$ cat config.mk
export PLATFORM = sky130hd
export DESIGN_NAME = tdc_hw_accum_flat
export DESIGN_NICKNAME = d
export VERILOG_FILES = /design/src/rtl/tdc_hw_accum_if.sv /design/src/rtl/tdc_hw_accum.sv /design/src/flat_wrapper.sv
export SDC_FILE = /design/constraint.sdc
export NUM_CORES = 1
export LEC_CHECK = 0
export CORE_MARGIN = 2
export CORE_UTILIZATION = 50
export DETAILED_ROUTE_END_ITERATION = 16
export PLACE_DENSITY = 0.77
export SLEW_MARGIN = 5
export SYNTH_ARGS = -nofsm -noshare
export SYNTH_HDL_FRONTEND = slang
export SYNTH_SLANG_ARGS = --single-unit
$ cat constraint.sdc
create_clock -name clk -period 3 [get_ports clk]
set_input_delay 0.3 -clock clk [delete_from_list [all_inputs] [get_ports clk]]
set_output_delay 0.3 -clock clk [all_outputs]
set_load 0.01 [all_outputs]
$ cat src/rtl/tdc_hw_accum_if.sv
// rtl/tdc_hw_accum_if.sv - control, sample and result bundle for tdc_hw_accum
interface tdc_hw_accum_if #(
  parameter int N        = 64,
  parameter int MAX_LOG2 = 8
);
  localparam int HW_W  = $clog2(N) + 1;
  localparam int LW    = $clog2(MAX_LOG2 + 1);
  localparam int SUM_W = HW_W + MAX_LOG2;

  logic             start;
  logic [LW-1:0]    log2_samples;
  logic [HW_W-1:0]  hw_in;
  logic             hw_valid;
  logic             busy;
  logic             res_valid;
  logic             res_ready;
  logic [SUM_W-1:0] sum_out;
  logic [HW_W-1:0]  avg_out;
  logic [HW_W-1:0]  min_out;
  logic [HW_W-1:0]  max_out;
  logic             overrun;

  modport master (
    output start, log2_samples, hw_in, hw_valid, res_ready,
    input  busy, res_valid, sum_out, avg_out, min_out, max_out, overrun
  );

  modport slave (
    input  start, log2_samples, hw_in, hw_valid, res_ready,
    output busy, res_valid, sum_out, avg_out, min_out, max_out, overrun
  );
endinterface

$ cat src/rtl/tdc_hw_accum.sv
// rtl/tdc_hw_accum.sv - power-of-two window sum/average of TDC hamming weight
// Running min/max is built only when TDC_HW_ACCUM_MINMAX_EN is defined.
module tdc_hw_accum #(
  parameter int N        = 64,
  parameter int MAX_LOG2 = 8
) (
  input logic           clk,
  input logic           rst,
  tdc_hw_accum_if.slave bus
);
  localparam int HW_W  = $clog2(N) + 1;
  localparam int LW    = $clog2(MAX_LOG2 + 1);
  localparam int SUM_W = HW_W + MAX_LOG2;
  localparam int CNT_W = MAX_LOG2 + 1;

  typedef enum logic [1:0] {IDLE, ACCUM, DONE} state_t;

  state_t           state_q, state_d;
  logic [SUM_W-1:0] acc_q, acc_d;
  logic [SUM_W-1:0] sum_q, sum_d;
  logic [CNT_W-1:0] cnt_q, cnt_d;
  logic [LW-1:0]    l_q, l_d;
  logic [HW_W-1:0]  avg_q, avg_d;
  logic             ovr_q, ovr_d;

  logic             accept;
  logic             take;
  logic             last;
  logic [LW-1:0]    l_new;
  logic [SUM_W-1:0] acc_next;

  // A pending result blocks a new window until the consumer takes it.
  assign accept   = bus.start && (state_q != DONE || bus.res_ready);
  assign take     = (state_q == ACCUM) && !accept && bus.hw_valid;
  assign last     = (cnt_q == ((CNT_W'(1) << l_q) - CNT_W'(1)));
  assign l_new    = (bus.log2_samples > LW'(MAX_LOG2)) ? LW'(MAX_LOG2) : bus.log2_samples;
  assign acc_next = acc_q + SUM_W'(bus.hw_in);

  always_comb begin
    state_d = state_q;
    acc_d   = acc_q;
    sum_d   = sum_q;
    cnt_d   = cnt_q;
    l_d     = l_q;
    avg_d   = avg_q;
    ovr_d   = ovr_q;
    if (accept) begin
      state_d = ACCUM;
      l_d     = l_new;
      acc_d   = '0;
      cnt_d   = '0;
      ovr_d   = 1'b0;
    end else begin
      unique case (state_q)
        IDLE: if (bus.hw_valid) ovr_d = 1'b1;
        ACCUM: if (take) begin
          acc_d = acc_next;
          cnt_d = cnt_q + CNT_W'(1);
          if (last) begin
            state_d = DONE;
            sum_d   = acc_next;
            avg_d   = HW_W'(acc_next >> l_q);
          end
        end
        DONE: begin
          if (bus.hw_valid) ovr_d = 1'b1;
          if (bus.res_ready) state_d = IDLE;
        end
        default: state_d = IDLE;
      endcase
    end
  end

  always_ff @(posedge clk or posedge rst) begin
    if (rst) begin
      state_q <= IDLE;
      acc_q   <= '0;
      sum_q   <= '0;
      cnt_q   <= '0;
      l_q     <= '0;
      avg_q   <= '0;
      ovr_q   <= 1'b0;
    end else begin
      state_q <= state_d;
      acc_q   <= acc_d;
      sum_q   <= sum_d;
      cnt_q   <= cnt_d;
      l_q     <= l_d;
      avg_q   <= avg_d;
      ovr_q   <= ovr_d;
    end
  end

`ifdef TDC_HW_ACCUM_MINMAX_EN
  logic [HW_W-1:0] rmin_q, rmin_d, rmax_q, rmax_d;
  logic [HW_W-1:0] min_q, min_d, max_q, max_d;
  logic [HW_W-1:0] smp_min, smp_max;

  assign smp_min = (bus.hw_in < rmin_q) ? bus.hw_in : rmin_q;
  assign smp_max = (bus.hw_in > rmax_q) ? bus.hw_in : rmax_q;

  always_comb begin
    rmin_d = rmin_q;
    rmax_d = rmax_q;
    min_d  = min_q;
    max_d  = max_q;
    if (accept) begin
      rmin_d = '1;
      rmax_d = '0;
    end else if (take) begin
      rmin_d = smp_min;
      rmax_d = smp_max;
      if (last) begin
        min_d = smp_min;
        max_d = smp_max;
      end
    end
  end

  always_ff @(posedge clk or posedge rst) begin
    if (rst) begin
      rmin_q <= '0;
      rmax_q <= '0;
      min_q  <= '0;
      max_q  <= '0;
    end else begin
      rmin_q <= rmin_d;
      rmax_q <= rmax_d;
      min_q  <= min_d;
      max_q  <= max_d;
    end
  end

  assign bus.min_out = min_q;
  assign bus.max_out = max_q;
`else
  assign bus.min_out = '0;
  assign bus.max_out = '0;
`endif

  assign bus.busy      = (state_q == ACCUM);
  assign bus.res_valid = (state_q == DONE);
  assign bus.sum_out   = sum_q;
  assign bus.avg_out   = avg_q;
  assign bus.overrun   = ovr_q;
endmodule

$ cat src/flat_wrapper.sv
// flat-port wrapper written by rule: the top's interface ports become plain ports
module tdc_hw_accum_flat 
#(
  parameter int N        = 64,
  parameter int MAX_LOG2 = 8
)
  (clk, rst, bus_start, bus_log2_samples, bus_hw_in, bus_hw_valid, bus_res_ready, bus_busy, bus_res_valid, bus_sum_out, bus_avg_out, bus_min_out, bus_max_out, bus_overrun);
  tdc_hw_accum_if #(.N(N), .MAX_LOG2(MAX_LOG2)) bus_i ();
  input logic clk;
  input logic rst;
  input wire logic [$bits(bus_i.start)-1:0] bus_start;
  input wire logic [$bits(bus_i.log2_samples)-1:0] bus_log2_samples;
  input wire logic [$bits(bus_i.hw_in)-1:0] bus_hw_in;
  input wire logic [$bits(bus_i.hw_valid)-1:0] bus_hw_valid;
  input wire logic [$bits(bus_i.res_ready)-1:0] bus_res_ready;
  output wire logic [$bits(bus_i.busy)-1:0] bus_busy;
  output wire logic [$bits(bus_i.res_valid)-1:0] bus_res_valid;
  output wire logic [$bits(bus_i.sum_out)-1:0] bus_sum_out;
  output wire logic [$bits(bus_i.avg_out)-1:0] bus_avg_out;
  output wire logic [$bits(bus_i.min_out)-1:0] bus_min_out;
  output wire logic [$bits(bus_i.max_out)-1:0] bus_max_out;
  output wire logic [$bits(bus_i.overrun)-1:0] bus_overrun;
  assign bus_i.start = bus_start;
  assign bus_i.log2_samples = bus_log2_samples;
  assign bus_i.hw_in = bus_hw_in;
  assign bus_i.hw_valid = bus_hw_valid;
  assign bus_i.res_ready = bus_res_ready;
  assign bus_busy = bus_i.busy;
  assign bus_res_valid = bus_i.res_valid;
  assign bus_sum_out = bus_i.sum_out;
  assign bus_avg_out = bus_i.avg_out;
  assign bus_min_out = bus_i.min_out;
  assign bus_max_out = bus_i.max_out;
  assign bus_overrun = bus_i.overrun;
  tdc_hw_accum #(.N(N), .MAX_LOG2(MAX_LOG2)) u_core (.clk(clk), .rst(rst), .bus(bus_i));
endmodule
==> results of run 1 <==
## worst max-delay path, stage by stage
cell             delay, ns
clkdlybuf4s50_1       0.46
ha_1                  0.16
inv_1                 0.06
fa_2                  0.34
nand2b_4              0.17
a211oi_4              0.33
o21ai_4               0.12
or3_4                 0.39
and3_4                0.19
a2111o_1              0.39
a41oi_2               0.18
## power groups by stage
stage | clock, mW | combinational, mW | sequential (mW)
after floorplan | 0 | 0.402 | 0.783
after global placement | 0 | 0.670 | 0.784
after detailed placement | 0 | 0.686 | 0.786
after CTS | 0.439 | 0.690 | 0.772
after global routing | 0.460 | 0.775 | 0.777
final | 0.431 | 0.712 | 0.773
## registers in the layout, indices dropped and copies added (netlist names)
register,cells
u_core.l_q,4
u_core.bus.overrun,1
u_core.bus.sum_out,15
u_core.state_q,2
u_core.bus.avg_out,7
u_core.acc_q,15
u_core.cnt_q,9
## repair_timing
action                     in CTS  in global routing
gates resized for setup         0                 12
setup endpoints to repair       0                 16
buffers inserted                0                  0
## routing by layer
metal,part of all wire (%),vias to the layer above
met1,44,1908
met5,0,-
met2,48,158
met4,1.2,0
met3,6.1,11
li1,-,1858
## metrics by stage
| step | instance area (sq um) | TNS, ns |
|---|---|---|
| after floorplan | 4040 | 0 |
| after global placement | 4790 | -0.948 |
| after detailed placement | 4790 | -1.26 |
| after CTS | 4880 | 0 |
| after global routing | 4930 | 0 |
| final | 4930 | 0 |
## worst min path at each step
stage / start / end / slack (ns)
6_report: rst / u_core.acc_q[3]$_DFFE_PP0P_ / 0.38
5_1_grt: rst / u_core.bus.sum_out[2]$_DFFE_PP0P_ / 0.44
4_1_cts: rst / u_core.bus.sum_out[2]$_DFFE_PP0P_ / 0.39
3_5_place_dp: u_core.bus.sum_out[0]$_DFFE_PP0P_ / u_core.bus.sum_out[0]$_DFFE_PP0P_ / 0.50
3_3_place_gp: u_core.bus.sum_out[2]$_DFFE_PP0P_ / u_core.bus.sum_out[2]$_DFFE_PP0P_ / 0.49
2_1_floorplan: bus_start / u_core.bus.overrun$_DFFE_PP0P_ / 0.39
## cell families (layout without fill, tap and decap cells)
| family | count (synthesis) | after routing | share of synthesized area (%) |
|---|---|---|---|
| adders and majority gates | 10 | 10 | 3.33 |
| other | 1 | 14 | 0.0942 |
| DFF | 53 | 53 | 33.3 |
| AOI/OAI and AO/OA | 164 | 164 | 29.9 |
| buffers and inverters | 60 | 119 | 7.36 |
| xor gates and xnor gates | 13 | 13 | 2.86 |
| muxes | 11 | 11 | 3.02 |
| and+or+nand+nor | 158 | 158 | 20.2 |
## layout by cell type, fill, tap and decap left out, types with 4 or more instances in the layout
master,netlist,routed
buf_4,16,58
dfrtp_1,53,53
nand2_1,42,42
clkdlybuf4s50_1,0,40
o21ai_0,39,39
nor2_1,39,38
a21oi_1,27,25
nand3_1,15,15
conb_1,1,14
a31oi_1,12,12
inv_1,11,10
a21o_1,10,10
nand2b_1,8,8
a22o_1,8,8
and3_1,8,8
mux2_2,8,8
ha_1,9,8
a211oi_1,7,7
o211ai_1,7,7
nor2b_1,6,6
xor2_1,7,6
nand4_1,6,6
nor3_1,6,6
clkbuf_8,0,6
or2_2,5,5
xnor2_1,6,5
a2111oi_0,5,4
o31ai_1,4,4
o2111ai_1,4,4
a311oi_1,4,4
## cell type report
class / count / area [sq um] / area share (%)
Inverter: 11 / 41.3 / 0.837
Sequential cell: 53 / 1330 / 26.9
Multi-Input combinational cell: 370 / 2460 / 49.9
Tap cell: 102 / 128 / 2.59
Clock inverter: 1 / 7.51 / 0.152
Clock buffer: 6 / 82.6 / 1.67
Timing Repair Buffer: 101 / 887 / 18.0
==> summary.txt, run 1 <==
Run status
  • Outcome: finished, final reports clean

Clock tree
  • Max Root-Sink Buffers: 2
  • CTS tree: done
  • Worst-path clk slew: 0.10 ns
  • # H-tree levels: 2
  • Worst-Skew Late Latency: 0.31 ns
  • Hold Buf Count CTS: 0
  • Clock root buffer: clkbuf_8
  • CTS Buf Count: 5
  • Sink Count: 53

Logic synthesis
  • Synth unique cells: 78
  • Synthesized area per cell: 8.47 sq um
  • Synth async-reset ratio: 100%
  • Leading post-synthesis cells by cell area: dfrtp_1 33%, o21ai_0 4.9%, nand2_1 4.0%
  • Post-synth top cells: 53 x dfrtp_1, 42 x nand2_1, 39 x nor2_1, 39 x o21ai_0, 27 x a21oi_1
  • Post-Syn Area: 3980 sq um
  • Area leader, netlist: dfrtp_1
  • Post-synth EDFFs: 0
  • Area fraction of the dominant cell type after synthesis: 33.3%
  • Post-synthesis sequential area ratio: 33.3%
  • Top_reg_cell synth: dfrtp_1
  • Yosys warnings: 0
  • Post-synthesis register bit count: 53
  • Cells after Synth: 470
  • Top-count cell post-synth: dfrtp_1

Setup path
  • Critical Path RT: 3.24 ns
  • Critical Path Start Type: primary input
  • Reg-to-reg startpoint: u_core.acc_q[0]$_DFFE_PP0P_
  • Worst Path Max Fanout: 4
  • Worst Path Class, Setup: in2reg
  • Worst setup path endpoint: u_core.bus.avg_out[6]$_DFFE_PP0P_
  • Worst setup startpoint: bus_hw_in[0]
  • R2r worst-path depth: 10
  • Worst reg2reg endpoint: u_core.bus.avg_out[6]$_DFFE_PP0P_
  • WP data arrival: 3.08 ns
  • Critical path endpoint category: flip-flop
  • Reg2reg setup slack: 0.23 ns

Die
  • IO Count: 55
  • FP Rows: 32
  • Die ar.: 8690 sq um
  • Chip width: 93.2 microns
  • Core area: 7730 sq um
  • Initial core utilization: 51.5%
  • Vert. Die Dim: 93.2 microns

GRT
  • Gr busiest metal: met2
  • M1 GR Usage: 36.5%
  • Vias in the first global route: 3737
  • Largest net degree at the start of global routing: 48
  • GR Util All Layers: 27.3%
  • GR Layer Usage met2: 46.7%
  • First-pass GRT wire length: 18800 microns
  • Final global-route overflow total: 0
  • Grt met3 use: 4.35%
  • Initial antenna violation count: 0

Final layout
  • Layout Cells excl Fill: 644
  • Core Util, Final: 63.8%
  • N_diodes: 0
  • Layout cells sized above 1: 20.5%
  • Fillers: 647
  • Final nets: 568
  • Area delta synth->final: 23.9%

STA
  • Worst hold slack: 0.376 ns
  • Final hold vios: 0
  • Count of final setup violators: 0
  • Setup skew after layout: 0.00963 ns
  • Fin. max-slew vios: 0
  • Max-slew headroom: 58.0%
  • Setup WS post-layout: 0.160 ns
  • Actual slew at the worst max-slew pin: 0.629 ns
  • Minimum clock period: 2.84 ns
  • Fmax: 352 MHz
  • Fin crit share: 94.7%
  • RSZ-0062 raised after global routing: no

Power and ir drop
  • Worst IR Drop VDD: 0.000339 V
  • Combinational power share: 37.2%
  • Power after layout: 1.92 mW
  • Clock share of power: 22.5%
  • Pwr/cell area: 388 nW/um^2
  • Cell Int Power: 1.25 mW
  • Switch Pwr: 0.664 mW
  • LEAKAGE: 2.09 nW
  • Sw frac: 34.7%
  • Sequential Power Share: 40.3%

Detailed routing
  • Post-detailed-route wirelength per cell: 17.7 microns
  • Vias after detailed routing: 3935
  • Vias per cell: 6.11
  • Detailed Routing Iterations Pass 1: 5
  • Final ANT Viol Nets: 0
  • DRC: 0
  • Initial DRC Count: 325
  • Total routed wirelength: 11400 microns

Flow run
  • MaxCap Viol Count: 0

Min path
  • Tightest Hold Check Type: in2async

Place
  • Hpwl dp: 8300 microns
  • DP Cell Count: 637
  • RD Place Congestion: 0.904
  • Post-Place Setup Slack: -0.259 ns
  • Port bufs: 40
Note: power is estimated with default switching activity, not from simulation.
==> inputs of run 2 (changes only) <==
- CTS_CLUSTER_SIZE: not set -> 14
==> results of run 2 <==
Same layout as run 1: the final DEF is identical, and so are final timing and power.
==> inputs of run 3 (changes only) <==
- SKIP_CTS_REPAIR_TIMING: not set -> 1
==> results of run 3 <==
Same layout as run 1: the final DEF is identical, and so are final timing and power.
